==> src/rtl/imm_packer.sv <==
// Sequential RISC-V immediate packer: scatters immediates into I/S/B/J fields and writes packed words to instruction memory.
// Optional IMM_PACKER_RANGE_CHECK_EN enables immediate range checking (err_range / err_addr).
module imm_packer #(
    parameter int ADDR_W = 8
) (
    input  logic              clk,
    input  logic              rst,
    input  logic              start,
    input  logic [ADDR_W-1:0] base_addr,
    input  logic              in_valid,
    output logic              in_ready,
    input  logic [1:0]        in_ImmSrc,
    input  logic [31:0]       in_imm,
    input  logic [31:0]       in_template,
    input  logic              in_last,
    output logic              mem_we,
    output logic [ADDR_W-1:0] mem_addr,
    output logic [31:0]       mem_wdata,
    output logic              busy,
    output logic              done,
    output logic              full,
    output logic [ADDR_W:0]   word_count,
    output logic              err_range,
    output logic [ADDR_W-1:0] err_addr
);

    // state | meaning
    // IDLE  | after reset, waiting for start
    // LOAD  | accepting items, one write per accept
    // DONE  | load finished by last or full, waiting for start
    localparam logic [1:0] ST_IDLE = 2'd0;
    localparam logic [1:0] ST_LOAD = 2'd1;
    localparam logic [1:0] ST_DONE = 2'd2;

    localparam logic [ADDR_W-1:0] TOP_ADDR = {ADDR_W{1'b1}};
    localparam logic [ADDR_W-1:0] ADDR_ONE = {{(ADDR_W-1){1'b0}}, 1'b1};
    localparam logic [ADDR_W:0]   CNT_ONE  = {{ADDR_W{1'b0}}, 1'b1};

    logic [1:0]        state;
    logic [ADDR_W-1:0] wr_addr;
    logic              accept;
    logic              at_top;
    logic              load_start;
    logic [31:0]       packed_word;

    assign in_ready   = (state == ST_LOAD);
    assign busy       = (state == ST_LOAD);
    assign accept     = in_valid && in_ready;
    assign at_top     = (wr_addr == TOP_ADDR);
    assign load_start = start && ((state == ST_IDLE) || (state == ST_DONE));

    always_comb begin
        packed_word = in_template;
        case (in_ImmSrc)
            2'b00: begin
                packed_word[31:20] = in_imm[11:0];
            end
            2'b01: begin
                packed_word[31:25] = in_imm[11:5];
                packed_word[11:7]  = in_imm[4:0];
            end
            2'b10: begin
                packed_word[31]    = in_imm[12];
                packed_word[30:25] = in_imm[10:5];
                packed_word[11:8]  = in_imm[4:1];
                packed_word[7]     = in_imm[11];
            end
            default: begin
                packed_word[31]    = in_imm[20];
                packed_word[30:21] = in_imm[10:1];
                packed_word[20]    = in_imm[11];
                packed_word[19:12] = in_imm[19:12];
            end
        endcase
    end

    always_ff @(posedge clk) begin
        if (rst) begin
            state      <= ST_IDLE;
            wr_addr    <= '0;
            mem_we     <= 1'b0;
            mem_addr   <= '0;
            mem_wdata  <= '0;
            done       <= 1'b0;
            full       <= 1'b0;
            word_count <= '0;
        end else begin
            mem_we <= accept;
            done   <= accept && (in_last || at_top);
            if (accept) begin
                mem_addr   <= wr_addr;
                mem_wdata  <= packed_word;
                word_count <= word_count + CNT_ONE;
                // the address saturates at the top; the load ends there instead of wrapping
                if (!at_top)
                    wr_addr <= wr_addr + ADDR_ONE;
            end
            case (state)
                ST_IDLE, ST_DONE: begin
                    if (start) begin
                        state      <= ST_LOAD;
                        wr_addr    <= base_addr;
                        word_count <= '0;
                        full       <= 1'b0;
                    end
                end
                ST_LOAD: begin
                    if (accept && (in_last || at_top))
                        state <= ST_DONE;
                    if (accept && at_top)
                        full <= 1'b1;
                end
                default: state <= ST_IDLE;
            endcase
        end
    end

`ifdef IMM_PACKER_RANGE_CHECK_EN
    logic imm_ok;
    logic range_viol;

    always_comb begin
        imm_ok = 1'b1;
        case (in_ImmSrc)
            2'b00, 2'b01: imm_ok = (&in_imm[31:11]) || !(|in_imm[31:11]);
            2'b10:        imm_ok = ((&in_imm[31:12]) || !(|in_imm[31:12])) && !in_imm[0];
            default:      imm_ok = ((&in_imm[31:20]) || !(|in_imm[31:20])) && !in_imm[0];
        endcase
    end

    assign range_viol = accept && !imm_ok;

    // flags become visible together with the offending write
    always_ff @(posedge clk) begin
        if (rst) begin
            err_range <= 1'b0;
            err_addr  <= '0;
        end else if (load_start) begin
            err_range <= 1'b0;
            err_addr  <= '0;
        end else if (range_viol) begin
            err_range <= 1'b1;
            if (!err_range)
                err_addr <= wr_addr;
        end
    end
`else
    assign err_range = 1'b0;
    assign err_addr  = '0;
`endif

endmodule

==> config.mk <==
export PLATFORM = sky130hd
export DESIGN_NAME = imm_packer
export DESIGN_NICKNAME = d
export VERILOG_FILES = /design/src/rtl/imm_packer.sv
export SDC_FILE = /design/constraint.sdc
export NUM_CORES = 1
export LEC_CHECK = 0
export CORE_ASPECT_RATIO = 0.9
export CORE_UTILIZATION = 43
export DETAILED_ROUTE_END_ITERATION = 16
export PLACE_DENSITY = 0.87
export SETUP_SLACK_MARGIN = 0.3
export SLEW_MARGIN = 5
export SYNTH_ARGS = -nofsm -noshare
export SYNTH_HDL_FRONTEND = slang
export SYNTH_SLANG_ARGS = --single-unit
export TNS_END_PERCENT = 5
==> constraint.sdc <==
create_clock -name clk -period 4.7 [get_ports clk]
set_input_delay 0.705 -clock clk [delete_from_list [all_inputs] [get_ports clk]]
set_output_delay 0.705 -clock clk [all_outputs]
set_load 0.02 [all_outputs]
## Yosys cells after proc, flatten, opt, wreduce, memory -nomap -nowiden

Index checks and enable logic that the tools add are counted.

| word-level totals | value |
|---|---|
| input port bits | 79 |
| memory bits (writable) | 0 |
| ROM bits | 0 |
| register bits | 62 |
| memories | 0 |
| output and inout port bits | 63 |
| logic and storage cells | 48 |
| bits in latches | 0 |

| cells by class | value |
|---|---|
| $lt $le $gt $ge | 0 |
| add/subtract/negate cells | 2 |
| multiply operators | 0 |
| mux-type cells | 17 |
| reduce and logical (&&, ||, !) cells | 13 |
| equal/unequal tests | 8 |
| shifts and indexed selects | 0 |
| divide/modulo/power cells | 0 |
| bitwise operators | 0 |

Operator list:

| cell | number |
|---|---|
| 2-to-1 mux 8 bit | 5 |
| 2-to-1 mux 9 bit | 3 |
| case mux 5 bit (2 select lines) | 2 |
| case mux 7 bit (2 select lines) | 1 |
| adder 9 x 1 -> 9 bit, second input constant | 1 |
| adder 8 x 1 -> 8 bit, second input constant | 1 |
| equality test 8 bit, second input constant | 1 |
| OR reduction 2 bit | 3 |
| equality test 2 x 1 -> 1 bit, second input constant | 2 |
| equality test 2 bit, second input constant | 2 |
| zero test 2 bit | 2 |
| 2-to-1 mux 2 bit | 2 |
| != test 2 x 1 -> 1 bit, second input constant | 2 |
| case mux 2 bit (2 select lines) | 1 |
| logical AND 1 bit | 3 |
| AND reduction 3 bit | 1 |
| OR reduction 3 bit | 1 |
| 2-to-1 mux 1 bit | 2 |
| != test 2 bit, second input constant | 1 |
| case mux 1 bit (2 select lines) | 1 |
| AND reduction 2 bit | 1 |
| nonzero test 2 bit | 1 |
| logical OR 1 bit | 1 |

## Longest topological paths before layout

| logic depth | value |
|---|---|
| depth in word-level cells | 5 |
| gate-level depth with buffers | 7 |

## Worst setup path after synthesis

No wires, ideal clock.

| timing | value |
|---|---|
| path kind | input-to-reg |
| start point | input in_ImmSrc[1] |
| end point | register mem_wdata[20] |
| cell stages on the path | 7 |
| buffers on the path | 1 |
| path slack | 2,902 ps |
| setup time | 70 ps |
| arrival time | 1,727 ps |
| required time | 4,630 ps |
| cell sequence | inv_1 > ha_1 > clkbuf_1 > a22oi_1 > o21ai_0 > nand2_1 > a21oi_1 |

| on the way | value |
|---|---|
| word-level cells in the longest chain between the ends | 3 |
| elaborated cells between the ends (all ways) | 5 |
| classes of those cells | 2 x eq/ne; 1 x mux; 2 x reduce/logical |

Ends and longest elaborated chain:

| what | line | text |
|---|---|---|
| start: declaration | 12 | `input logic [1:0] in_ImmSrc,` |
| equality test 2 bit / equality test 2 x 1 -> 1 bit (equally long branches) | 54 | `case (in_ImmSrc)` |
| OR reduction 2 bit (no source line) | n/a |  |
| case mux 5 bit (2 select lines) (*) | 54 |  |
| end signal: assignment | 92 | `mem_wdata <= packed_word;` |
| end: declaration | 18 | `output logic [31:0] mem_wdata,` |

Every way passes the cells marked *; elsewhere a longest branch is shown, timed or not.
A chain may end at the register's enable or synchronous reset.

## Worst setup path after layout

| timing | value |
|---|---|
| start point | input in_valid |
| end point | register wr_addr[0] |

| on the way | value |
|---|---|
| word-level cells in the longest chain between the ends | 4 |

Ends and longest elaborated chain:

| what | line | text |
|---|---|---|
| start: declaration | 10 | `input logic in_valid,` |
| logical AND 1 bit (*) | 48 | `assign accept = in_valid && in_ready;` |
| 2-to-1 mux 8 bit (*) | 90 | `if (accept) begin` |
| 2-to-1 mux 8 bit | 100 | `if (start) begin` |
| 2-to-1 mux 8 bit (*) | 98 | `case (state)` |
| end signal: assignment | 96 | `wr_addr <= wr_addr + ADDR_ONE;` |
| end signal: assignment | 102 | `wr_addr <= base_addr;` |
| end: declaration | 40 | `logic [ADDR_W-1:0] wr_addr;` |

Marked as above.

==> metrics <==
post-synthesis register bit count 62; Inserted Diodes 0; Remaining DRCs 0; sequential-to-total area share from yosys stat 0.454; layout cells sized above 1 0.0441; 1st-pass router iterations 4; Setup violations, final 0; Slew headroom 0.331; Routed WL roughly 6.9 mm; skew final 0.00858 ns; register area 1240 um2; Setup crit end kind flip-flop; CP Class primary input to flip-flop; R2R cell count 4; core region area 6110 um2; first-pass GRT wire length 11.2 mm; clock tree from TritonCTS yes; placed cell areas 3850 um2; drt wl/cell about 13 um; Vias/cell between 5 and 6; antenna violations before repair 0; CP peak stage delay between 0.8 and 0.9 ns; crit start category primary input; Filler Cell Count 514; CTS root buf clkbuf_8; CTS Hold Bufs 0; Synth area leader dfxtp_1; Clock Sinks 62; post-synth top area share 0.454; Final Cell Area 4010 um2; Buf+Inv Stages, Crit Path 1; H-tree depth 3; Clk Latency, worst-skew pair 0.33 ns; Max Slew Vio Count 0; final net count ~500; post-CTS setup buffer count 0; Syn Area/Cell 8.44 um2; RR Endpoint wr_addr[0]$_SDFF_PP0_; Critical Path AT 2.84 ns; Post-Syn Area around 2700 um2; WHS Endpoint mem_wdata[0]$_SDFFE_PP0P_; die area about 6700 um2; PwrDens 290 nW/um2; Top-Level Pins 142; CP Data Required Time 4.95 ns; dominant cells by area after synthesis dfxtp_1 45%, nand2_1 7.1%, a21oi_1 5.7%; min Tclk post-route 2.59 ns; clock buffer count from CTS 9; Reg2Reg Setup Slack 2.59 ns; most frequent cells in the layout 113 x clkdlybuf4s50_1, 62 x dfxtp_1, 52 x nand2_1, 38 x nor2_1, 31 x a21oi_1; DRT antenna net count 0; Die Wd between 80 and 90 um; hold path startpoint mem_wdata[0]$_SDFFE_PP0P_; worst hold path class flip-flop to flip-flop; Yosys warnings 0; grt ovf 0; commonest non-fill, non-tap cell in the layout clkdlybuf4s50_1; Max-Cap Viols 0; Fmax 386 MHz; Pwr Total 1160 uW; setup TNS 0 ns; Final Hold Viols 0; Clock transition at path regs 0.06 ns; post-detail-place hpwl a little under 5 mm; CTS max path bufs 2; final period utilization 0.551; FF-to-FF Start state[0]$_SDFFE_PP0P_; vias in the first global route 2499; Hold Worst Slack 0.452 ns; CP max stage cell and3b_2; All-Layer GR Usage 0.215; gpl congestion 0.789; largest net degree at the start of global routing 57; IO Port Bufs 114; hold path cells 2; RSZ-0062 raised after global routing false; Peak VDD IR 250 uV; LEAKAGE ~0.0014 uW; Cell variety after synth 41; post-cts sizing count 0; status finished clean; final core occ 0.655; Worst-Margin Slew 1.00 ns; Mapped Cells 324; Initial Util 0.447; critical-path cell list clkdlybuf4s50_1 > and3b_2 > o21ai_1 > xor2_1 > a211oi_1; Core Rows 27; CP top delay family simple AND/OR/NAND/NOR gates; Vias 2599; crit path max fanout 56; Die Height 77.7 um; Multi-input gate area 1350 um2; Area Growth Syn to Fin 46.5%; Starting DRT DRC Count 75
-- synth_stat cells (all sizes together) --
master,n
dfxtp,62
nand2,52
nor2,38
a21oi,31
buf,21
a211oi,14
nor3,12
clkbuf,9
mux2i,8
nand3,7
ha,6
nor2b,6
xnor2,6
o21ai,5
xor2,5
a221oi,4
a311oi,4
nand4,4
a22oi,3
nand2b,3
o211ai,3
and3,2
inv,2
or2,2
or3,2
a2111oi,1
a21o,1
a221o,1
and2b,1
and3b,1
and4b,1
conb,1
nand3b,1
nand4b,1
o211a,1
o21a,1
or3b,1
or4b,1
-- final cells by class --
cell class	count	share of cell area
clock buffers	12	0.0362
clock inverters	2	0.00250
inverters	2	0.00187
multi-input cells	238	0.337
flip-flops and latches	62	0.310
well taps	87	0.0272
repair buffers	115	0.285
-- flip-flops by register name, indices dropped and copies added (netlist names) --
signal	count
state	2
wr_addr	8
word_count	9
mem_wdata	32
mem_addr	8
mem_we	1
done	1
full	1
-- worst register-to-register path, stage by stage (launching register included) --
cell      delay, ns
dfxtp_1        0.41
and3b_2        0.89
o21ai_1        0.27
xor2_1         0.21
a211oi_1       0.23
-- cell families (layout without fill, tap and decap cells) --
logic type      after synthesis  after routing  share of synthesized area
buf+inv                      32            131                     0.0636
xor+xnor                     11             11                     0.0352
simple gates                135            135                      0.226
other cells                   1              9                    0.00137
mux                           8              8                     0.0293
fa+ha+maj                     6              6                     0.0274
compound gates               69             69                      0.163
flops                        62             62                      0.454
-- layer usage --
metal	share of wire	global-route usage
met5	0	0
met2	0.49	0.367
met4	0.021	0.0850
met3	0.077	0.0894
met1	0.42	0.237
-- worst max path at each step --
stage                  from  cells after the start                         end
3_3_place_gp       in_valid                      5       wr_addr[0]$_SDFF_PP0_
5_1_grt            in_valid                      6    word_count[7]$_SDFF_PP0_
6_report           in_valid                      5       wr_addr[0]$_SDFF_PP0_
2_1_floorplan  in_ImmSrc[1]                      7  mem_wdata[20]$_SDFFE_PP0P_
3_5_place_dp       in_valid                      5       wr_addr[0]$_SDFF_PP0_
4_1_cts            in_valid                      5       wr_addr[0]$_SDFF_PP0_
-- report_power, final --
part	total, uW	internal [uW]	switching [uW]	leakage (uW)
registers	567	549	18.0	0.000505
clock network	388	198	189	0.0000821
logic	209	106	103	0.000837
total	1160	853	310	0.00142
-- per-stage QoR --
| step | cells | worst slack (ns) |
|---|---|---|
| 4_1_cts | 518 | 2.12 |
| 3_3_place_gp | 504 | 1.79 |
| 3_5_place_dp | 504 | 1.76 |
| 2_1_floorplan | 332 | 2.90 |
| 5_1_grt | 518 | 1.89 |
| 6_report | 518 | 2.11 |
No activity file was read; power rests on OpenSTA's default activity.
